===== src/rtl/pll_drp_pkg.sv =====
// Shared types and constants for the PLL/MMCM DRP reconfiguration sequencer.
// Register addresses and field layout follow the PLLE2/MMCME2 ClkReg1/ClkReg2 map.
package pll_drp_pkg;

    typedef enum logic [3:0] {
        S_IDLE,
        S_ASSERT_RST,
        S_RD,
        S_RD_WAIT,
        S_WR,
        S_WR_WAIT,
        S_VFY,
        S_VFY_WAIT,
        S_NEXT,
        S_RELEASE,
        S_WAIT_LOCK,
        S_DONE,
        S_ERROR
    } state_t;

    localparam logic [6:0]  CLKFB_BASE     = 7'h14;
    localparam logic [6:0]  CLKOUT_BASE    = 7'h08;
    localparam logic [15:0] REG1_KEEP_MASK = 16'h1000;
    localparam logic [15:0] REG2_KEEP_MASK = 16'hFC00;

    localparam int unsigned HIGH_POS    = 6;
    localparam int unsigned LOW_POS     = 0;
    localparam int unsigned EDGE_POS    = 7;
    localparam int unsigned NOCOUNT_POS = 6;

    localparam logic [6:0] DIV_MIN = 7'd1;
    localparam logic [6:0] DIV_MAX = 7'd126;

    function automatic logic div_illegal(input logic [6:0] d);
        return (d < DIV_MIN) || (d > DIV_MAX);
    endfunction

    // Channel 0 is CLKFBOUT; channel n>0 is CLKOUT(n-1). reg2 sits at reg1+1.
    function automatic logic [6:0] chan_addr(input logic [2:0] ch, input logic reg_sel);
        logic [6:0] base;
        base = (ch == 3'd0) ? CLKFB_BASE : CLKOUT_BASE + 7'({ch - 3'd1, 1'b0});
        return base | 7'(reg_sel);
    endfunction

endpackage


===== src/rtl/pll_drp_reconfig_if.sv =====
// DRP bus between the reconfiguration sequencer (master) and the PLL primitive (slave).
interface pll_drp_reconfig_if;

    logic [6:0]  DADDR;
    logic        DEN;
    logic        DWE;
    logic [15:0] DI;
    logic [15:0] DO;
    logic        DRDY;

    modport master (output DADDR, DEN, DWE, DI, input DO, DRDY);
    modport slave  (input DADDR, DEN, DWE, DI, output DO, DRDY);

endinterface


===== src/rtl/pll_drp_divcalc.sv =====
// Combinational divide-value to counter-field conversion for one PLL output counter.
module pll_drp_divcalc import pll_drp_pkg::*; (
    input  logic [6:0] d,
    output logic [5:0] high,
    output logic [5:0] low,
    output logic       edge_bit,
    output logic       no_count,
    output logic       illegal
);

    always_comb begin
        illegal  = div_illegal(d);
        no_count = (d == 7'd1);
        // Divide-by-1 bypasses the counter, so the edge bit carries no meaning and is cleared.
        if (no_count) begin
            high     = 6'd1;
            low      = 6'd1;
            edge_bit = 1'b0;
        end else begin
            high     = d[6:1];
            low      = 6'(d - 7'(d[6:1]));
            edge_bit = d[0];
        end
    end

endmodule


===== src/rtl/pll_drp_reconfig.sv =====
// DRP reconfiguration sequencer: rewrites CLKFBOUT and NUM_CH CLKOUTn counters with the PLL held in reset.
// Optional readback check of every write is enabled by defining PLL_DRP_READBACK_VERIFY_EN.
module pll_drp_reconfig import pll_drp_pkg::*; #(
    parameter int unsigned NUM_CH       = 6,
    parameter int unsigned DRDY_TIMEOUT = 64,
    parameter int unsigned LOCK_TIMEOUT = 4096
) (
    input  logic                  DCLK,
    input  logic                  RST_N,
    input  logic                  START,
    input  logic [6:0]            MULT,
    input  logic [7*NUM_CH-1:0]   DIVIDE,
    output logic                  BUSY,
    output logic                  DONE,
    output logic                  ERR,
    output logic                  PLL_RST,
    input  logic                  LOCKED,
    pll_drp_reconfig_if.master    drp
);

    localparam int unsigned TMO_MAX = (DRDY_TIMEOUT > LOCK_TIMEOUT) ? DRDY_TIMEOUT : LOCK_TIMEOUT;
    localparam int unsigned TMR_W   = $clog2(TMO_MAX) + 1;
    localparam logic [TMR_W-1:0] DRDY_LAST = TMR_W'(DRDY_TIMEOUT - 1);
    localparam logic [TMR_W-1:0] LOCK_LAST = TMR_W'(LOCK_TIMEOUT - 1);
    localparam logic [2:0]       LAST_CH   = 3'(NUM_CH);

    state_t                  state;
    logic [6:0]              mult_q;
    logic [NUM_CH-1:0][6:0]  div_q;
    logic [2:0]              ch;
    logic                    reg_sel;
    logic [TMR_W-1:0]        tmr;
    logic                    lock_seen_low;

    logic [6:0]              d_cur;
    logic [5:0]              f_high;
    logic [5:0]              f_low;
    logic                    f_edge;
    logic                    f_nocount;
    logic                    f_illegal;
    logic                    start_illegal;
    logic [15:0]             new_val;

    always_comb begin
        start_illegal = div_illegal(MULT);
        for (int unsigned i = 0; i < NUM_CH; i++) begin
            if (div_illegal(DIVIDE[7*i +: 7])) start_illegal = 1'b1;
        end
    end

    always_comb begin
        d_cur = mult_q;
        for (int unsigned i = 0; i < NUM_CH; i++) begin
            if (32'(ch) == i + 1) d_cur = div_q[i];
        end
    end

    pll_drp_divcalc u_divcalc (
        .d        (d_cur),
        .high     (f_high),
        .low      (f_low),
        .edge_bit (f_edge),
        .no_count (f_nocount),
        .illegal  (f_illegal)
    );

    // Merge the freshly computed fields into the bits of the register that must be preserved.
    always_comb begin
        if (!reg_sel) begin
            new_val = (drp.DO & REG1_KEEP_MASK) | (16'(f_high) << HIGH_POS) | (16'(f_low) << LOW_POS);
        end else begin
            new_val = (drp.DO & REG2_KEEP_MASK) | (16'(f_edge) << EDGE_POS)
                    | (16'(f_nocount) << NOCOUNT_POS);
        end
    end

    always_ff @(posedge DCLK) begin
        if (!RST_N) begin
            state         <= S_IDLE;
            BUSY          <= 1'b0;
            DONE          <= 1'b0;
            ERR           <= 1'b0;
            PLL_RST       <= 1'b0;
            drp.DADDR     <= '0;
            drp.DEN       <= 1'b0;
            drp.DWE       <= 1'b0;
            drp.DI        <= '0;
            mult_q        <= '0;
            div_q         <= '0;
            ch            <= '0;
            reg_sel       <= 1'b0;
            tmr           <= '0;
            lock_seen_low <= 1'b0;
        end else begin
            DONE <= 1'b0;
            if (tmr != '1) tmr <= tmr + 1'b1;

            case (state)
                S_IDLE: begin
                    if (START) begin
                        mult_q  <= MULT;
                        div_q   <= DIVIDE;
                        ch      <= '0;
                        reg_sel <= 1'b0;
                        tmr     <= '0;
                        BUSY    <= 1'b1;
                        ERR     <= 1'b0;
                        if (start_illegal) begin
                            state <= S_ERROR;
                        end else begin
                            PLL_RST <= 1'b1;
                            state   <= S_ASSERT_RST;
                        end
                    end
                end
                S_ASSERT_RST: begin
                    drp.DADDR <= chan_addr(3'd0, 1'b0);
                    drp.DEN   <= 1'b1;
                    drp.DWE   <= 1'b0;
                    state     <= S_RD;
                end
                S_RD: begin
                    drp.DEN <= 1'b0;
                    tmr     <= '0;
                    state   <= S_RD_WAIT;
                end
                S_RD_WAIT: begin
                    if (drp.DRDY) begin
                        if (f_illegal) begin
                            state <= S_ERROR;
                        end else begin
                            drp.DI  <= new_val;
                            drp.DEN <= 1'b1;
                            drp.DWE <= 1'b1;
                            state   <= S_WR;
                        end
                    end else if (tmr == DRDY_LAST) begin
                        state <= S_ERROR;
                    end
                end
                S_WR: begin
                    drp.DEN <= 1'b0;
                    drp.DWE <= 1'b0;
                    tmr     <= '0;
                    state   <= S_WR_WAIT;
                end
                S_WR_WAIT: begin
                    if (drp.DRDY) begin
`ifdef PLL_DRP_READBACK_VERIFY_EN
                        drp.DEN <= 1'b1;
                        state   <= S_VFY;
`else
                        state   <= S_NEXT;
`endif
                    end else if (tmr == DRDY_LAST) begin
                        state <= S_ERROR;
                    end
                end
`ifdef PLL_DRP_READBACK_VERIFY_EN
                S_VFY: begin
                    drp.DEN <= 1'b0;
                    tmr     <= '0;
                    state   <= S_VFY_WAIT;
                end
                S_VFY_WAIT: begin
                    if (drp.DRDY) begin
                        state <= (drp.DO != drp.DI) ? S_ERROR : S_NEXT;
                    end else if (tmr == DRDY_LAST) begin
                        state <= S_ERROR;
                    end
                end
`endif
                S_NEXT: begin
                    if (!reg_sel) begin
                        reg_sel   <= 1'b1;
                        drp.DADDR <= chan_addr(ch, 1'b1);
                        drp.DEN   <= 1'b1;
                        state     <= S_RD;
                    end else if (ch == LAST_CH) begin
                        PLL_RST <= 1'b0;
                        state   <= S_RELEASE;
                    end else begin
                        ch        <= ch + 3'd1;
                        reg_sel   <= 1'b0;
                        drp.DADDR <= chan_addr(ch + 3'd1, 1'b0);
                        drp.DEN   <= 1'b1;
                        state     <= S_RD;
                    end
                end
                S_RELEASE: begin
                    tmr           <= '0;
                    lock_seen_low <= 1'b0;
                    state         <= S_WAIT_LOCK;
                end
                S_WAIT_LOCK: begin
                    // A stale LOCKED from before the reset must drop once before a rise counts.
                    if (!LOCKED) lock_seen_low <= 1'b1;
                    if (LOCKED && lock_seen_low) begin
                        DONE  <= 1'b1;
                        BUSY  <= 1'b0;
                        state <= S_DONE;
                    end else if (tmr == LOCK_LAST) begin
                        state <= S_ERROR;
                    end
                end
                S_DONE: begin
                    state <= S_IDLE;
                end
                S_ERROR: begin
                    ERR     <= 1'b1;
                    BUSY    <= 1'b0;
                    PLL_RST <= 1'b0;
                    drp.DEN <= 1'b0;
                    drp.DWE <= 1'b0;
                    state   <= S_IDLE;
                end
                default: begin
                    state <= S_IDLE;
                end
            endcase
        end
    end

endmodule


===== src/flat_wrapper.sv =====
// flat-port wrapper written by rule: the top's interface ports become plain ports
module pll_drp_reconfig_flat import pll_drp_pkg::*;
#(
    parameter int unsigned NUM_CH       = 6,
    parameter int unsigned DRDY_TIMEOUT = 64,
    parameter int unsigned LOCK_TIMEOUT = 4096
)
  (DCLK, RST_N, START, MULT, DIVIDE, BUSY, DONE, ERR, PLL_RST, LOCKED, drp_DADDR, drp_DEN, drp_DWE, drp_DI, drp_DO, drp_DRDY);
  pll_drp_reconfig_if drp_i ();
  input  logic DCLK;
  input  logic RST_N;
  input  logic START;
  input  logic [6:0] MULT;
  input  logic [7*NUM_CH-1:0] DIVIDE;
  output logic BUSY;
  output logic DONE;
  output logic ERR;
  output logic PLL_RST;
  input  logic LOCKED;
  output wire logic [$bits(drp_i.DADDR)-1:0] drp_DADDR;
  output wire logic [$bits(drp_i.DEN)-1:0] drp_DEN;
  output wire logic [$bits(drp_i.DWE)-1:0] drp_DWE;
  output wire logic [$bits(drp_i.DI)-1:0] drp_DI;
  input wire logic [$bits(drp_i.DO)-1:0] drp_DO;
  input wire logic [$bits(drp_i.DRDY)-1:0] drp_DRDY;
  assign drp_DADDR = drp_i.DADDR;
  assign drp_DEN = drp_i.DEN;
  assign drp_DWE = drp_i.DWE;
  assign drp_DI = drp_i.DI;
  assign drp_i.DO = drp_DO;
  assign drp_i.DRDY = drp_DRDY;
  pll_drp_reconfig #(.NUM_CH(NUM_CH), .DRDY_TIMEOUT(DRDY_TIMEOUT), .LOCK_TIMEOUT(LOCK_TIMEOUT)) u_core (.DCLK(DCLK), .RST_N(RST_N), .START(START), .MULT(MULT), .DIVIDE(DIVIDE), .BUSY(BUSY), .DONE(DONE), .ERR(ERR), .PLL_RST(PLL_RST), .LOCKED(LOCKED), .drp(drp_i));
endmodule

===== config.mk =====
export PLATFORM = sky130hd
export DESIGN_NAME = pll_drp_reconfig_flat
export DESIGN_NICKNAME = d
export VERILOG_FILES = /design/src/rtl/pll_drp_pkg.sv /design/src/rtl/pll_drp_reconfig_if.sv /design/src/rtl/pll_drp_divcalc.sv /design/src/rtl/pll_drp_reconfig.sv /design/src/flat_wrapper.sv
export SDC_FILE = /design/constraint.sdc
export NUM_CORES = 1
export LEC_CHECK = 0
export BUFFER_PORTS_ARGS = -buffer_cell sky130_fd_sc_hd__buf_2
export CAP_MARGIN = 5
export CORE_MARGIN = 1
export CORE_UTILIZATION = 40
export CTS_CLUSTER_SIZE = 14
export DETAILED_ROUTE_END_ITERATION = 12
export HOLD_SLACK_MARGIN = 0.06
export PLACE_DENSITY = 0.64
export SKIP_CTS_REPAIR_TIMING = 1
export SYNTH_ARGS = -nofsm -noshare
export SYNTH_HDL_FRONTEND = slang
export SYNTH_HIERARCHICAL = 1
export SYNTH_SLANG_ARGS = --single-unit

===== constraint.sdc =====
create_clock -name DCLK -period 7.13 [get_ports DCLK]
set_input_delay 0 -clock DCLK [delete_from_list [all_inputs] [get_ports DCLK]]
set_output_delay 0 -clock DCLK [all_outputs]
set_load 0.02 [all_outputs]

== After elaboration in Yosys (flattened, before gate mapping) ==
Index checks and enable logic that the tools add are counted.
Cells by class
  add/sub/neg operators: 7
  order comparisons: 16
  equal/unequal tests: 30
  muxes and demuxes: 61
  bitwise logic cells: 5
  reductions and logical operators: 36
Operator list (count)
  two-way mux 7 bit: 10
  greater-than comparator 7 bit, second input constant: 8
  < comparator 7 x 1 -> 1 bit, second input constant: 8
  two-way mux 4 bit: 10
  one-hot mux 4 bit (9 select lines): 1
  two-way mux 13 bit: 2
  one-hot mux 13 bit (2 select lines): 1
  two-way mux 1 bit: 22
  == test 4 bit, second input constant: 4
  two-way mux 16 bit: 1
  bitwise OR 16 x 6 -> 16 bit: 1
  bitwise OR 16 x 7 -> 16 bit: 1
  bitwise OR 16 x 8 -> 16 bit: 1
  one-hot mux 7 bit (2 select lines): 1
  AND reduction 2 bit: 7
  adder 13 x 1 -> 13 bit, second input constant: 1
  == test 13 x 12 -> 1 bit, second input constant: 1
  == test 13 x 6 -> 1 bit, second input constant: 1
  != test 13 bit, second input constant: 1
  bitwise OR 13 x 12 -> 13 bit: 1
  two-way mux 6 bit: 2
  != test 2 bit, second input constant: 6
  adder 4 x 4 -> 5 bit, first input constant: 2
  nonzero test 2 bit: 5
  29 further kinds: 57
Word-level totals
  register bits: 100
  input port bits: 70
  output and inout bits: 29
  word-level logic and storage cells: 175

== Longest topological paths before layout ==
Gate-level depths: netlist of run 1.
  word-level depth: 12
  depth in mapped cells: 19
  depth with buffers taken out: 17

== By module ==
The synthesis of run 1 kept the hierarchy.
By module, submodules not included
  pll_drp_reconfig: times used 1, cells each 648, area each 4908.5 µm², seq. area each 1961.9 µm²
  pll_drp_divcalc: times used 1, cells each 69, area each 520.5 µm², seq. area each 0.0 µm²

== Least setup slack after synthesis of run 1 ==
No wires, ideal clock.
  path type: reg2reg
  start point: register u_core.ch[0]
  end point: register u_core.drp.DI[10]
  setup time: 0.086 ns
  arrival: 3.418 ns
  data required time: 7.044 ns
  slack: 3.627 ns
  stages on the path, launching flop included: 16
  buffers on the path: 3
  clock period less this slack: 3.503 ns
  cell sequence: dfxtp_1 > inv_1 > ha_1 > clkbuf_1 > clkbuf_1 > o31ai_1 > a22o_1 > inv_1 > ha_1 > a21oi_1 > o21ai_0 > nand2b_1 > nor3_1 > clkbuf_1 > nor2_1 > a211oi_1
On the way
  elaborated cells between the ends (all ways): 22
  those cells by class: order compare (2); eq/ne (7); mux (8); bitwise (3); reduce/logical (2)
RTL lines
  start: declaration: RTL line pll_drp_reconfig.sv:30  | logic [2:0] ch;
  start signal: assignment: RTL line pll_drp_reconfig.sv:183  | ch <= ch + 3'd1;
  == test 3 x 1 -> 1 bit: RTL line pll_drp_reconfig.sv:54  | if (32'(ch) == i + 1) d_cur = div_q[i];
  two-way mux 7 bit (5 in a row): RTL line pll_drp_reconfig.sv:54
  two-way mux 7 bit *: RTL line pll_drp_reconfig.sv:54
  net u_core.d_cur[1]: RTL line pll_drp_reconfig.sv:35  | logic [6:0] d_cur;
  < comparator 7 x 1 -> 1 bit or greater-than comparator 7 bit (tied branches): RTL line pll_drp_pkg.sv:35  | return (d < DIV_MIN) || (d > DIV_MAX);
  logical OR 1 bit *: RTL line pll_drp_pkg.sv:35
  net u_core.f_illegal: RTL line pll_drp_reconfig.sv:40  | logic f_illegal;
  inverter 1 bit (no source line) *
  AND reduction 3 bit (no source line) *
  end signal: assignment: RTL line pll_drp_reconfig.sv:132  | drp.DI <= new_val;
  end: declaration: RTL line pll_drp_reconfig_if.sv:11  | modport master (output DADDR, DEN, DWE, DI, input DO, DRDY);
The timed path passes the listed nets; every way through them passes the cells marked *.
A chain may end at the register's enable or synchronous reset.

== Worst setup path in the final report of run 1 ==
  start point: register u_core.ch[0]
  end point: register u_core.drp.DI[2]
Same word-level chain as after synthesis.

==> results, run 1 <==
- The run finished with clean final reports.
- The area used by multi-input combinational logic is ~0.0032 mm2.
- The worst slew slack as a fraction of its limit is 25.4%.
- The final worst-path cycle share is about three fifths.
- The post-DP HPWL is between 10,000 and 15,000 um.
- The horizontal die dimension is 119 um.
- The static leakage is 2.64 nW.
- The global-route layer with the greatest usage is met2.
- Sorting the synthesized cells by area gives the leading types as sky130_fd_sc_hd__dfxtp_1 36%, sky130_fd_sc_hd__nand2_1 11%, sky130_fd_sc_hd__a21oi_1 8.4%.
- The worst-case IR drop observed on VDD is 158 uV.
- The type of the setup path with the least slack is flop to flop.
- The overall overflow remaining after global route is 0.
- The number of pins exceeding their max-slew limit in the final report is 0.
- The highest attainable clock frequency is 0.231 GHz.
- The capture endpoint of the worst hold path is u_core/BUSY$_SDFFE_PN0P_.
- The first routing iteration left 483 violations.
- Summed over all instances, the cell type with the most area after synthesis is sky130_fd_sc_hd__dfxtp_1.
- TritonCTS built the clock tree.
- In this run the most critical hold path is launched from START.
- On the worst path, the slowest cell contributes a delay of 0.75 ns.
- The via count of the first global-routing pass is approximately 4,800.
- Summing all flip-flop and latch instances after layout gives just under 0.002 mm2.
- The clock tree synthesis step divided the H-tree into 3 levels.
- The global routing met3 resource utilization is roughly 4.8%.
- In this run the mean area of a mapped cell was 7.57 um2.
- The overall routing resource usage is 20.0%.
- The clock insertion delay at the later pin of the skew report is 0.35 ns.
- The endpoint of the worst register-to-register path is u_core/drp.DI[2]$_SDFFE_PN0P_.
- The number of port buffers is 86.
- The worst path arrival time is ~4.5 ns.
- After clock tree synthesis, the clock-pin slew on the worst setup and hold paths is 0.07 ns.
- Before CTS, the worst setup slack after placement is 2.76 ns.
- Traced cell by cell, the critical path runs through inv_1 > ha_1 > nor2b_1 > a22o_1 > a22oi_1 > o21ai_0 > a22o_1 > inv_1 > ha_1 > nand2_1 > a21oi_1 > o21ai_0 > nand2b_1 > or3_1 > nand2_1 > a21oi_1.
- The endpoint kind of the worst setup timing path is a flop.
- STA puts the critical path data required time at about 7.3 ns.
- For flop-to-flop paths, the worst setup slack is 2.79 ns.
- After the last flow step, the layout net total stands at 926.
- The area enclosed by the die boundary is 0.0140 mm2.
- The ratio of total power to cell area is 266 mW/mm2.
- The slack of the critical path is around 2.8 ns.
- For the pin with the worst max-slew slack, the measured transition is 1.12 ns.
- The largest buffer count on any clock path is 2.
- Clock tree synthesis inserted a total of 9 buffers.
- CTS saw 98 sinks.
- Clock tree synthesis selected as its root buffer the cell sky130_fd_sc_hd__clkbuf_16.
- The kind of cell adding the most delay to the critical path is simple AND/OR/NAND/NOR gates.
- The part of the power in combinational logic is between 30% and 40%.
- The critical path startpoint category is a flop.
- The largest clock skew in the final design is 0.0103 ns.
- The congestion estimate from routability-driven global placement came to 0.888.
- Across all layers, the routed design uses 5,392 vias.
- The largest net degree at the start of global routing is a little under 80.
- The number of top-level pins is 99.
- Setup repair after global routing left no endpoint under its margin.
- The worst hold path class is input port to flop.
- Of the total power, registers draw 38.6%.
- The share of final-layout standard cells stronger than drive strength 1 is around 14%.
- The height of the die is 119 um.
- The setup violation total in the final timing report is 0.
- The first TritonRoute pass finished after 5 iterations.
- Internal power comes to approximately 1.2 mW.
- The post-detailed-route count of antenna-violating nets is 0.
- 0 antenna diodes ended up in the layout.
- After synthesis, the share of flip-flops with an asynchronous set or reset is 0%.
- The number of cells produced by synthesis is 717.
- The initial antenna violation count is 2.
- Net switching is roughly 35% of the power.
- The number of warnings issued by yosys is 6.
- The smallest clock period supported by the final layout is computed as 4.34 ns.
- The power share of the clock group is 29.3%.
- The largest individual stage delay along the critical path comes from the cell sky130_fd_sc_hd__ha_1.
- The global-route track usage on met1 is 25.7%.
- The post-detailed-route DRC marker count is 0.
- Across the run, the number of max-cap violations was 0.
- The number of enable flip-flop cells after synthesis is 0.
- The most used flip-flop cell after synthesis is sky130_fd_sc_hd__dfxtp_1.
- The post-detailed-route wirelength per cell is 14.4 um.
- Along the worst path, the maximum fanout reaches 27.
- The worst hold path passes through 3 cells.
- Relative to the synthesized area, the layout overhead comes to 25.4%.
- The placeable core area is 0.0132 mm2.
- The routed via count divided by cell count is 5.35.
- Summed over all failing endpoints, the final setup total negative slack is 0 ns.
- The launching point of the worst reg2reg path is u_core/ch[0]$_SDFFE_PN0P_.
- After detailed routing, the total wire length is 14,500 um.
- The post-synthesis sequential area ratio is between 30 and 40%.
- The number of endpoints with negative hold slack in the final report is 0.
- The mapped netlist covers 0.00543 mm2.
- After filler insertion, the fill cell instance count of the layout stands at 1,300.
- The global-route wire length before repair is 22,700 um.
- The synthesized netlist contains 62 unique library cells.
- The number of buffers and inverters on the critical path is 2.
- The analysis attributes to net switching a power of around 630 uW.
- The share of synthesized area in the top cell type comes to a little over a third.
- The starting density of the core is between 40% and 50%.
- The met2 track demand over resource is approximately a third.
- The logic depth of the worst register-to-register path is 16.
- Row generation in the floorplan step produced 42 rows.
- Counting flops and latches in the post-synthesis netlist gives just under 100.
## worst register-to-register path, cell delays in order, from the launching register on
cell and delay, ns:
sky130_fd_sc_hd__dfxtp_1 0.38, sky130_fd_sc_hd__inv_1 0.14, sky130_fd_sc_hd__ha_1 0.75, sky130_fd_sc_hd__nor2b_1 0.31
sky130_fd_sc_hd__a22o_1 0.27, sky130_fd_sc_hd__a22oi_1 0.16, sky130_fd_sc_hd__o21ai_0 0.13, sky130_fd_sc_hd__a22o_1 0.35
sky130_fd_sc_hd__inv_1 0.20, sky130_fd_sc_hd__ha_1 0.18, sky130_fd_sc_hd__nand2_1 0.05, sky130_fd_sc_hd__a21oi_1 0.14
sky130_fd_sc_hd__o21ai_0 0.11, sky130_fd_sc_hd__nand2b_1 0.23, sky130_fd_sc_hd__or3_1 0.58, sky130_fd_sc_hd__nand2_1 0.16
sky130_fd_sc_hd__a21oi_1 0.07
## through the flow
step	hold WS [ns]	area [um2]	power (mW)	util, %	cells
3_3_place_gp	0.242	5910	1.25	44.6	935
3_5_place_dp	0.258	5910	1.26	44.6	935
5_1_grt	0.103	6810	1.93	51.4	1008
2_1_floorplan	0.136	5430	1.13	-	718
4_1_cts	-0.119	6240	1.79	47.1	951
6_report	0.0828	6810	1.81	51.4	1008
## logic make-up (layout without fill, tap and decap cells)
kind of cell / count (synthesis) / after routing / synth area share, %
compound gates: 184 / 184 / 20.9
other cells: 1 / 2 / 0.0691
xor+xnor: 13 / 13 / 2.10
fa+ha+maj: 29 / 29 / 6.82
mux: 8 / 8 / 1.48
buf+inv: 71 / 185 / 5.39
flops: 98 / 98 / 36.1
simple gates: 313 / 313 / 27.1
## power by group through the flow
stage	combinational [mW]	sequential (mW)	clock, mW
after global routing	0.650	0.711	0.567
after CTS	0.552	0.697	0.546
after floorplan	0.442	0.684	0
after detailed placement	0.550	0.709	0
final	0.581	0.699	0.530
after global placement	0.540	0.706	0
## final cells by class
type	count	share of cell area, %
multi-input combinational	549	46.7
tap	176	3.23
clock inverter	4	1.08
inverter	22	1.21
timing repair buffer	147	15.1
clock buffer	12	3.77
sequential	98	28.8
## worst max path at each step
stage,startpoint,to,cells after the start
5_1_grt,u_core/ch[0]$_SDFFE_PN0P_,u_core/drp.DI[13]$_SDFFE_PN0P_,16
4_1_cts,u_core/ch[0]$_SDFFE_PN0P_,u_core/drp.DI[2]$_SDFFE_PN0P_,16
2_1_floorplan,u_core/ch[0]$_SDFFE_PN0P_,u_core/drp.DI[10]$_SDFFE_PN0P_,15
3_5_place_dp,u_core/ch[0]$_SDFFE_PN0P_,u_core/drp.DI[2]$_SDFFE_PN0P_,16
3_3_place_gp,u_core/ch[0]$_SDFFE_PN0P_,u_core/drp.DI[5]$_SDFFE_PN0P_,16
6_report,u_core/ch[0]$_SDFFE_PN0P_,u_core/drp.DI[2]$_SDFFE_PN0P_,16
## state kept, by name, indices dropped and copies added, names as in the netlist
signal	flops
u_core/drp.DWE	1
u_core/drp.DADDR	5
u_core/tmr	13
u_core/ERR	1
u_core/BUSY	1
u_core/PLL_RST	1
u_core/drp.DI	16
u_core/drp.DEN	1
u_core/mult_q	7
u_core/DONE	1
u_core/state	4
u_core/lock_seen_low	1
u_core/reg_sel	1
u_core/div_q	42
u_core/ch	3
## routing by layer
metal,wire length [um],vias to the layer above
li1,-,2729
met1,6660,2493
met2,6920,142
met3,674,24
met4,271,4
met5,23,-
## cell usage after synthesis, types with 3 or more instances
cell                       instances
sky130_fd_sc_hd__nand4_1          12
sky130_fd_sc_hd__mux2i_1           8
sky130_fd_sc_hd__o21ai_0          26
sky130_fd_sc_hd__xnor2_1          13
sky130_fd_sc_hd__ha_1             28
sky130_fd_sc_hd__clkbuf_1         35
sky130_fd_sc_hd__buf_2             9
sky130_fd_sc_hd__nor4_1           11
sky130_fd_sc_hd__nand2b_1          5
sky130_fd_sc_hd__nand3_1          17
sky130_fd_sc_hd__dfxtp_1          98
sky130_fd_sc_hd__a211oi_1          9
sky130_fd_sc_hd__nand2_1         159
sky130_fd_sc_hd__a22o_1           14
sky130_fd_sc_hd__nor2b_1           7
sky130_fd_sc_hd__nor2_1           51
sky130_fd_sc_hd__a31oi_1           6
sky130_fd_sc_hd__nand3b_1         11
sky130_fd_sc_hd__a21oi_1          91
sky130_fd_sc_hd__a22oi_1           7
sky130_fd_sc_hd__or4_1            11
sky130_fd_sc_hd__buf_4             4
sky130_fd_sc_hd__or3_1             4
sky130_fd_sc_hd__o21a_1            3
sky130_fd_sc_hd__inv_1            19
sky130_fd_sc_hd__nor3_1           12
## placed cells by master (no fill, tap or decap), drive strengths merged, types with 3 or more instances in the layout
cell,instances
a21oi,91
nor4,14
nor3,12
o21ai,28
a22o,14
buf,90
ha,28
inv,21
xnor2,13
nand3,17
nor2b,7
nor2,51
nand4,13
or3,4
dfxtp,98
o41ai,3
clkinv,3
dlygate4sd3,57
nand2,159
nand3b,11
o21a,3
nand2b,5
or4,11
a31oi,7
clkbuf,12
a22oi,7
mux2i,8
a211oi,9
Power figures use the tool's default switching activity.
==> run 2, diff against run 1 <==
- ABC_AREA: default -> 1
- PLACE_DENSITY: 0.64 -> 0.66
- clock period: 7.13 -> 3.7 ns (I/O delays scaled with it)
==> results, run 2 <==
- The worst hold path class was input port to flop (unchanged).
- The flip-flop count of the largest register after layout is 42 (unchanged).
- The total CTS buffers is 9 (unchanged).
- The static leakage was 3.17 nW (was 2.64 nW).
- The sum of negative setup slack came to 0 ns (unchanged).
- The minimum period implied by the final worst setup slack was 3.40 ns (was 4.34 ns).
- The launching point of the worst reg2reg path is u_core/ch[0]$_SDFFE_PN0P_ (unchanged).
- The minimum hold slack is 0.0347 ns (was 0.0828 ns).
- The initial antenna violation count is 0 (was 2).
- The global-route wire length before repair is 22,900 um (was 22,700 um).
- The share of final-layout standard cells stronger than drive strength 1 was 14.2% (was 13.9%).
- The post-synthesis sequential area ratio is 35.5% (was 36.1%).
- The startpoint of the most critical setup path is u_core/ch[0]$_SDFFE_PN0P_ (unchanged).
- The master cell of the clock root buffer was sky130_fd_sc_hd__clkbuf_16 (unchanged).
- The number of cells produced by synthesis is 820 (was 717).
- The starting density of the core is 41.4% (was 41.0%).
- By instance count, the cell type seen most on the critical path is sky130_fd_sc_hd__inv_1.
- The pre-CTS setup slack is 0.354 ns (was 2.76 ns).
- The number of warnings issued by yosys is 6 (unchanged).
- The leading cell type by number of instances after synthesis is sky130_fd_sc_hd__nand2_1 (unchanged).
- The critical path startpoint category is a flop (unchanged).
- The number of port buffers is 86 (unchanged).
- The maximum cell stage delay along the critical path came to 0.41 ns (was 0.75 ns).
- The number of design-rule violations left by the first detailed-router iteration is 310 (was 483).
- The worst slew slack as a fraction of its limit is 46.3% (was 25.4%).
- The launch instance of the worst min-delay path is DIVIDE[40] (was START).
- The register bank with the most flops was u_core/div_q (unchanged).
- The total inserted antenna cells is 0 (unchanged).
- The worst ir drop on vdd came to 423 uV (was 158 uV).
- The final layout net count is 1,051 (was 926).
- The data required time at the worst endpoint came to 3.97 ns (was 7.33 ns).
- The area enclosed by the die boundary is 0.0143 mm2 (was 0.0140 mm2).
- The endpoint kind of the worst setup timing path is a flop (unchanged).
- Synth top cells by count: 161 x sky130_fd_sc_hd__nand2_1, 110 x sky130_fd_sc_hd__inv_1, 103 x sky130_fd_sc_hd__a21oi_1, 98 x sky130_fd_sc_hd__dfxtp_1, 90 x sky130_fd_sc_hd__o21ai_0 (was 159 x sky130_fd_sc_hd__nand2_1, 98 x sky130_fd_sc_hd__dfxtp_1, 91 x sky130_fd_sc_hd__a21oi_1, 51 x sky130_fd_sc_hd__nor2_1, 35 x sky130_fd_sc_hd__clkbuf_1).
- The setup violation total in the final timing report is 0 (unchanged).
- Most used cells in the layout excluding fill and tap cells: 161 x sky130_fd_sc_hd__nand2_1, 109 x sky130_fd_sc_hd__inv_1, 103 x sky130_fd_sc_hd__a21oi_1 (was 159 x sky130_fd_sc_hd__nand2_1, 98 x sky130_fd_sc_hd__dfxtp_1, 91 x sky130_fd_sc_hd__a21oi_1).
- The type of the setup path with the least slack is flop to flop (unchanged).
- The leading cell type in the layout, fill and taps excluded is sky130_fd_sc_hd__nand2_1 (unchanged).
- The proportion of netlist area held by the largest area contributor was 35.5% (was 36.1%).
- Sequence of cells on the critical path: inv_1 > ha_1 > inv_1 > nor2_1 > buf_4 > o21ai_0 > o21ai_0 > nor2_1 > o21ai_0 > o21ai_1 > inv_1 > ha_1 > fa_1 > inv_1 > nand3_1 > nand3_1 > nand2_1 > nor2_1 > nand4_1 > a21oi_1 (was inv_1 > ha_1 > nor2b_1 > a22o_1 > a22oi_1 > o21ai_0 > a22o_1 > inv_1 > ha_1 > nand2_1 > a21oi_1 > o21ai_0 > nand2b_1 > or3_1 > nand2_1 > a21oi_1).
- The via count of the routed design is 5,548 (was 5,392).
- The post-detailed-route DRC marker count is 0 (unchanged).
- The distinct cell type count of the synthesized netlist is 42 (was 62).
- The master of the slowest instance on the critical path is sky130_fd_sc_hd__dfxtp_1 (was sky130_fd_sc_hd__ha_1).
- The most area-hungry cell type in the Yosys netlist is sky130_fd_sc_hd__dfxtp_1 (unchanged).
- The number of endpoints with negative hold slack in the final report came to 0 (unchanged).
- The kind of cell adding the most delay to the critical path is compound AO/OA/AOI/OAI gates (was simple AND/OR/NAND/NOR gates).
- The number of buffer and inverter stages on the critical path is 5 (was 2).
- The slack of the critical path is 0.299 ns (was 2.79 ns).
- The routed via count divided by cell count came to 4.90 (was 5.35).
- The post-detailed-route wirelength per cell is 12.6 um (was 14.4 um).
- The H-tree depth came to 3 (unchanged).
- The number of rows in the core area came to 42 (unchanged).
- The placeable core area is 0.0133 mm2 (was 0.0132 mm2).
- The worst setup slack for register-to-register paths came to 0.30 ns (was 2.79 ns).
- The TritonCTS clock tree is yes (unchanged).
- The number of sinks handled by clock tree synthesis is 98 (unchanged).
- The final worst-path cycle share is 91.9% (was 60.8%).
- The mean post-synth cell area was 6.74 um2 (was 7.57 um2).
- The post-detailed-route count of antenna-violating nets is 0 (unchanged).
- The ratio of total power to cell area was 795 mW/mm2 (was 266 mW/mm2).
- The number of pins exceeding their max-slew limit in the final report is 0 (unchanged).
- RSZ-0062 raised after global routing: false (unchanged).
- Run status: finished, final reports clean (unchanged).
- The highest attainable clock frequency came to 0.294 GHz (was 0.231 GHz).
- The count of maximum capacitance violations is 0 (unchanged).
- The largest buffer count on any clock path is 2 (unchanged).
- The height of the die is 120 um (was 119 um).
- Biggest registers after layout: u_core/div_q x42, u_core/drp.DI x16, u_core/tmr x13 (unchanged).
- The worst path arrival time is 3.67 ns (was 4.54 ns).
- The layout overhead on the synthesized area is 26.1% (was 25.4%).
- The largest clock skew in the final design was 0.00746 ns (was 0.0103 ns).
- The horizontal die dimension is 120 um (was 119 um).
- The via count of the first global-routing pass was 4,897 (was 4,776).
- The cell area after synthesis is 0.00552 mm2 (was 0.00543 mm2).
- The largest net degree at the start of global routing is 88 (was 78).
- The number of enable flip-flop cells after synthesis was 0 (unchanged).
- The register bit total from synthesis is 98 (unchanged).
- The clock insertion delay at the later pin of the skew report is 0.35 ns (about the same).
- The actual slew at the worst max-slew pin came to 0.804 ns (was 1.12 ns).
- The overall overflow remaining after global route is 0 (unchanged).
- Top cells by area, synth: sky130_fd_sc_hd__dfxtp_1 36%, sky130_fd_sc_hd__nand2_1 11%, sky130_fd_sc_hd__a21oi_1 9.3% (was sky130_fd_sc_hd__dfxtp_1 36%, sky130_fd_sc_hd__nand2_1 11%, sky130_fd_sc_hd__a21oi_1 8.4%).
- The async set or reset register ratio after synthesis was 0% (unchanged).
- The peak fanout along the critical path is 14 (was 27).
- The flip-flop cell with the highest count after synthesis is sky130_fd_sc_hd__dfxtp_1 (unchanged).
- The overall routing resource usage came to 20.0% (about the same).
- The clock-pin slew on the worst setup and hold paths is 0.07 ns (about the same).
- The sum of routed wire length over all layers is 14,200 um (was 14,500 um).
- The total of fill cells in the finished design is 1,390 (was 1,300).
- The number of top-level pins is 99 (unchanged).
- The post-DP HPWL is 10,300 um (was 10,000 um).
- The final weighted congestion of routability-driven global placement is 0.891 (was 0.888).
- The iteration count of the initial detailed-routing pass is 5 (unchanged).
run 2: cell type report:
cell class                 instances  area, um2  area share, %
inverter                         114        428           6.14
timing repair buffer             151       1050           15.1
sequential                        98       1960           28.2
multi-input combinational        578       2990           43.0
clock buffer                      10        229           3.29
clock inverter                     5       80.1           1.15
tap                              176        220           3.16
run 2: cells by family (layout without fill, tap and decap cells):
family / count (synthesis) / after routing / synth area share (%)
compound gates: 217 / 217 / 20.7
xor+xnor: 2 / 2 / 0.317
fa+ha+maj: 29 / 29 / 6.71
buf+inv: 145 / 280 / 10.5
flops: 98 / 98 / 35.5
other cells: 1 / 2 / 0.0679
simple gates: 328 / 328 / 26.3
run 2: final timing paths:
check,end,cells past startpoint
setup / recovery,u_core/drp.DI[4]$_SDFFE_PN0P_,20
hold reg to reg,u_core/drp.DEN$_SDFFE_PN0P_,2
hold / removal,u_core/div_q[40]$_SDFFE_PN0P_,3
setup reg to reg,u_core/drp.DI[4]$_SDFFE_PN0P_,20
run 2: worst reg2reg max path, cell delays in order (launching register included):
cell and delay [ns]:
sky130_fd_sc_hd__dfxtp_1 0.41, sky130_fd_sc_hd__inv_1 0.13, sky130_fd_sc_hd__ha_1 0.23, sky130_fd_sc_hd__inv_1 0.05
sky130_fd_sc_hd__nor2_1 0.04, sky130_fd_sc_hd__buf_4 0.18, sky130_fd_sc_hd__o21ai_0 0.26, sky130_fd_sc_hd__o21ai_0 0.14
sky130_fd_sc_hd__nor2_1 0.14, sky130_fd_sc_hd__o21ai_0 0.11, sky130_fd_sc_hd__o21ai_1 0.19, sky130_fd_sc_hd__inv_1 0.13
sky130_fd_sc_hd__ha_1 0.24, sky130_fd_sc_hd__fa_1 0.38, sky130_fd_sc_hd__inv_1 0.10, sky130_fd_sc_hd__nand3_1 0.10
sky130_fd_sc_hd__nand3_1 0.09, sky130_fd_sc_hd__nand2_1 0.05, sky130_fd_sc_hd__nor2_1 0.09, sky130_fd_sc_hd__nand4_1 0.10
sky130_fd_sc_hd__a21oi_1 0.16
run 2: power by group:
group | internal, mW | leakage, nW | total, mW | switching [mW]
Combinational | 1.14 | 2.22 | 3.14 | 2.00
Clock | 0.587 | 0.145 | 0.986 | 0.398
Sequential | 1.29 | 0.802 | 1.41 | 0.118
Total | 3.02 | 3.17 | 5.54 | 2.52
run 2: layer usage:
metal / up-vias / part of all wire, % / track usage (%)
met4: 0 / 1.2 / 5.63
met5: - / 0 / 0
met2: 110 / 46 / 32.0
met1: 2480 / 48 / 26.3
met3: 16 / 4.7 / 5.47
li1: 2942 / - / -
run 2: through the flow:
step                total power [mW]  instances  utilization [%]  instance area [um2]
finish                          5.54       1132             52.2                 6960
global route                    6.08       1132             52.2                 6960
CTS                             5.48       1078             48.1                 6420
detailed placement              4.46       1063             45.8                 6110
global placement                4.43       1063             45.8                 6110
floorplan                       3.68        821                -                 5530
==> run 3, diff against run 2 <==
- CTS_CLUSTER_DIAMETER: default -> 200
- PLACE_DENSITY: 0.66 -> default
- PLACE_DENSITY_LB_ADDON: default -> 0.25
==> results, run 3 (synthesis gave the netlist of run 2 again) <==
- Most used cells in the layout excluding fill and tap cells: 161 x sky130_fd_sc_hd__nand2_1, 109 x sky130_fd_sc_hd__inv_1, 103 x sky130_fd_sc_hd__a21oi_1 (unchanged).
- The static leakage is 3.14 nW (was 3.17 nW).
- The placeable core area is 0.0133 mm2 (unchanged).
- The setup violation total in the final timing report is 0 (unchanged).
- The worst path arrival time is 3.59 ns (was 3.67 ns).
- The post-DP HPWL is 9960 um (was 10,300 um).
- The global-route wire length before repair is 22,700 um (was 22,900 um).
- The worst ir drop on vdd is 454 uV (was 423 uV).
- The overall overflow remaining after global route is 0 (unchanged).
- The largest clock skew in the final design is 0.00659 ns (was 0.00746 ns).
- The count of maximum capacitance violations is 0 (unchanged).
- The kind of cell adding the most delay to the critical path was compound AO/OA/AOI/OAI gates (unchanged).
- The clock insertion delay at the later pin of the skew report is 0.35 ns (about the same).
- The instance area after placement is 0.00607 mm2 (was 0.00611 mm2).
- The total CTS buffers is 9 (unchanged).
- The post-detailed-route wirelength per cell was 12.8 um (was 12.6 um).
- The routed via count divided by cell count is 4.89 (was 4.90).
- The final layout net count was 1,047 (was 1,051).
- The post-route cell area is 0.00692 mm2 (was 0.00696 mm2).
- The overall routing resource usage is 19.8% (was 20.0%).
- Run status: finished, final reports clean (unchanged).
- The power share of the clock group is 17.3% (was 17.8%).
- The part of the power in combinational logic is 57.1% (was 56.7%).
- The most used cell along the critical path is sky130_fd_sc_hd__nor2_1 (was sky130_fd_sc_hd__inv_1).
- The type of the setup path with the least slack is flop to flop (unchanged).
- The horizontal die dimension was 120 um (unchanged).
- The flip-flop count of the largest register after layout is 42 (unchanged).
- The number of top-level pins is 99 (unchanged).
- The post-detailed-route DRC marker count is 0 (unchanged).
- The initial antenna violation count is 0 (unchanged).
- The iteration count of the initial detailed-routing pass is 5 (unchanged).
- The number of rows in the core area came to 42 (unchanged).
- The highest attainable clock frequency came to 0.302 GHz (was 0.294 GHz).
- The leading cell type in the layout, fill and taps excluded is sky130_fd_sc_hd__nand2_1 (unchanged).
- The H-tree depth came to 3 (unchanged).
- Sequence of cells on the critical path: inv_1 > ha_1 > inv_1 > nor2_1 > buf_4 > o21ai_0 > o21ai_0 > nor2_1 > o21ai_1 > o21ai_0 > inv_1 > buf_4 > ha_1 > nor2_1 > nand3_1 > nand3_1 > nand2_1 > nor2_1 > nand4_1 > a21oi_1 (was inv_1 > ha_1 > inv_1 > nor2_1 > buf_4 > o21ai_0 > o21ai_0 > nor2_1 > o21ai_0 > o21ai_1 > inv_1 > ha_1 > fa_1 > inv_1 > nand3_1 > nand3_1 > nand2_1 > nor2_1 > nand4_1 > a21oi_1).
- The register bank with the most flops is u_core/div_q (unchanged).
- The number of endpoints with negative hold slack in the final report came to 0 (unchanged).
- The sum of routed wire length over all layers is 14,500 um (was 14,200 um).
- The number of sinks handled by clock tree synthesis is 98 (unchanged).
- The number of port buffers is 86 (unchanged).
- The layout overhead on the synthesized area is 25.4% (was 26.1%).
- The peak fanout along the critical path was 14 (unchanged).
- The switching power total is 2.52 mW (about the same).
- The critical path startpoint category is a flop (unchanged).
- The master cell of the clock root buffer is sky130_fd_sc_hd__clkbuf_16 (unchanged).
- The largest net degree at the start of global routing is 88 (unchanged).
- Biggest registers after layout: u_core/div_q x42, u_core/drp.DI x16, u_core/tmr x13 (unchanged).
- The total inserted antenna cells is 0 (unchanged).
- The via count of the first global-routing pass is 4,813 (was 4,897).
- The net switching share of the total power is 45.9% (was 45.5%).
- The post-detailed-route count of antenna-violating nets is 0 (unchanged).
- The via count of the routed design is 5,517 (was 5,548).
- The ratio of total power to cell area came to 792 mW/mm2 (was 795 mW/mm2).
- The area used by multi-input combinational logic is 0.00300 mm2 (was 0.00299 mm2).
- The maximum cell stage delay along the critical path is 0.41 ns (about the same).
- The master of the slowest instance on the critical path was sky130_fd_sc_hd__dfxtp_1 (unchanged).
- The share of final-layout standard cells stronger than drive strength 1 is 14.1% (was 14.2%).
- The number of design-rule violations left by the first detailed-router iteration is 366 (was 310).
- The fraction of the core area covered by cells at the end of the flow was 51.9% (was 52.2%).
- The number of pins exceeding their max-slew limit in the final report is 0 (unchanged).
- The clock-pin slew on the worst setup and hold paths is 0.07 ns (about the same).
- The sum of negative setup slack came to 0 ns (unchanged).
- The cell-internal power is 2.96 mW (was 3.02 mW).
- The endpoint kind of the worst setup timing path is a flop (unchanged).
- The worst slew slack as a fraction of its limit is 46.3% (about the same).
- The area enclosed by the die boundary was 0.0143 mm2 (unchanged).
- The data required time at the worst endpoint was 3.98 ns (was 3.97 ns).
- The actual slew at the worst max-slew pin is 0.806 ns (was 0.804 ns).
- The sequential cell area is 0.00196 mm2 (unchanged).
- The minimum period implied by the final worst setup slack is 3.32 ns (was 3.40 ns).
- The height of the die came to 120 um (unchanged).
- The worst hold path class was input port to flop (unchanged).
- The final worst-path cycle share is 89.6% (was 91.9%).
- The TritonCTS clock tree was yes (unchanged).
- The number of buffer and inverter stages on the critical path was 5 (unchanged).
- The largest buffer count on any clock path is 2 (unchanged).
- The total power consumption of the routed design is 5.48 mW (was 5.54 mW).
- The sequential share of power came to 25.6% (was 25.5%).
- The total of fill cells in the finished design is 1,346 (was 1,390).
- The starting density of the core is 41.4% (unchanged).
- The final weighted congestion of routability-driven global placement is 0.893 (was 0.891).
## run 3: power groups by stage
stage / Combinational (mW) / Clock (mW) / Sequential, mW
floorplan: 2.22 / 0 / 1.46
global placement: 2.92 / 0 / 1.42
detailed placement: 2.95 / 0 / 1.43
CTS: 2.96 / 0.976 / 1.41
global route: 3.58 / 1.01 / 1.44
finish: 3.13 / 0.949 / 1.41
## run 3: through the flow
stage | hold WS, ns | worst slack [ns] | instances
after global routing | 0.0669 | -0.0315 | 1128
after detailed placement | 0.276 | 0.373 | 1058
after CTS | -0.100 | 0.359 | 1073
after global placement | 0.277 | 0.387 | 1058
after floorplan | 0.144 | 0.426 | 821
final | 0.0401 | 0.384 | 1128
## run 3: worst paths after layout
kind	from	to	slack (ns)	cells past startpoint
worst max-delay path	u_core/ch[0]$_SDFFE_PN0P_	u_core/drp.DI[5]$_SDFFE_PN0P_	0.38	20
worst min register to register	u_core/drp.DWE$_SDFFE_PN0P_	u_core/drp.DWE$_SDFFE_PN0P_	0.45	2
worst min-delay path	DIVIDE[38]	u_core/div_q[38]$_SDFFE_PN0P_	0.04	3
worst max register to register	u_core/ch[0]$_SDFFE_PN0P_	u_core/drp.DI[5]$_SDFFE_PN0P_	0.38	20
## run 3: layout make-up
| class | instances | area share [%] |
|---|---|---|
| inverter | 114 | 6.18 |
| clock inverter | 4 | 0.759 |
| sequential | 98 | 28.3 |
| tap | 176 | 3.18 |
| multi-input combinational | 578 | 43.3 |
| clock buffer | 11 | 3.51 |
| timing repair buffer | 147 | 14.7 |
## run 3: per-layer routing
layer,GRT usage (%),part of all wire [%],wire (um),up-vias
met5,0,0,0,-
met4,8.05,1.8,263,0
met3,3.52,5.2,755,14
met2,30.6,46,6630,138
met1,27.3,47,6820,2439
li1,-,-,-,2926
## run 3: worst reg2reg max path: cells and delay by family (launching register included)
family                   cells  cell delay, ns
AND/OR/NAND/NOR              8            0.73
adder cells (fa/ha/maj)      2            0.57
buffers and inverters        5            0.71
AO/OA/AOI/OAI                5            0.82
flip-flops                   1            0.41
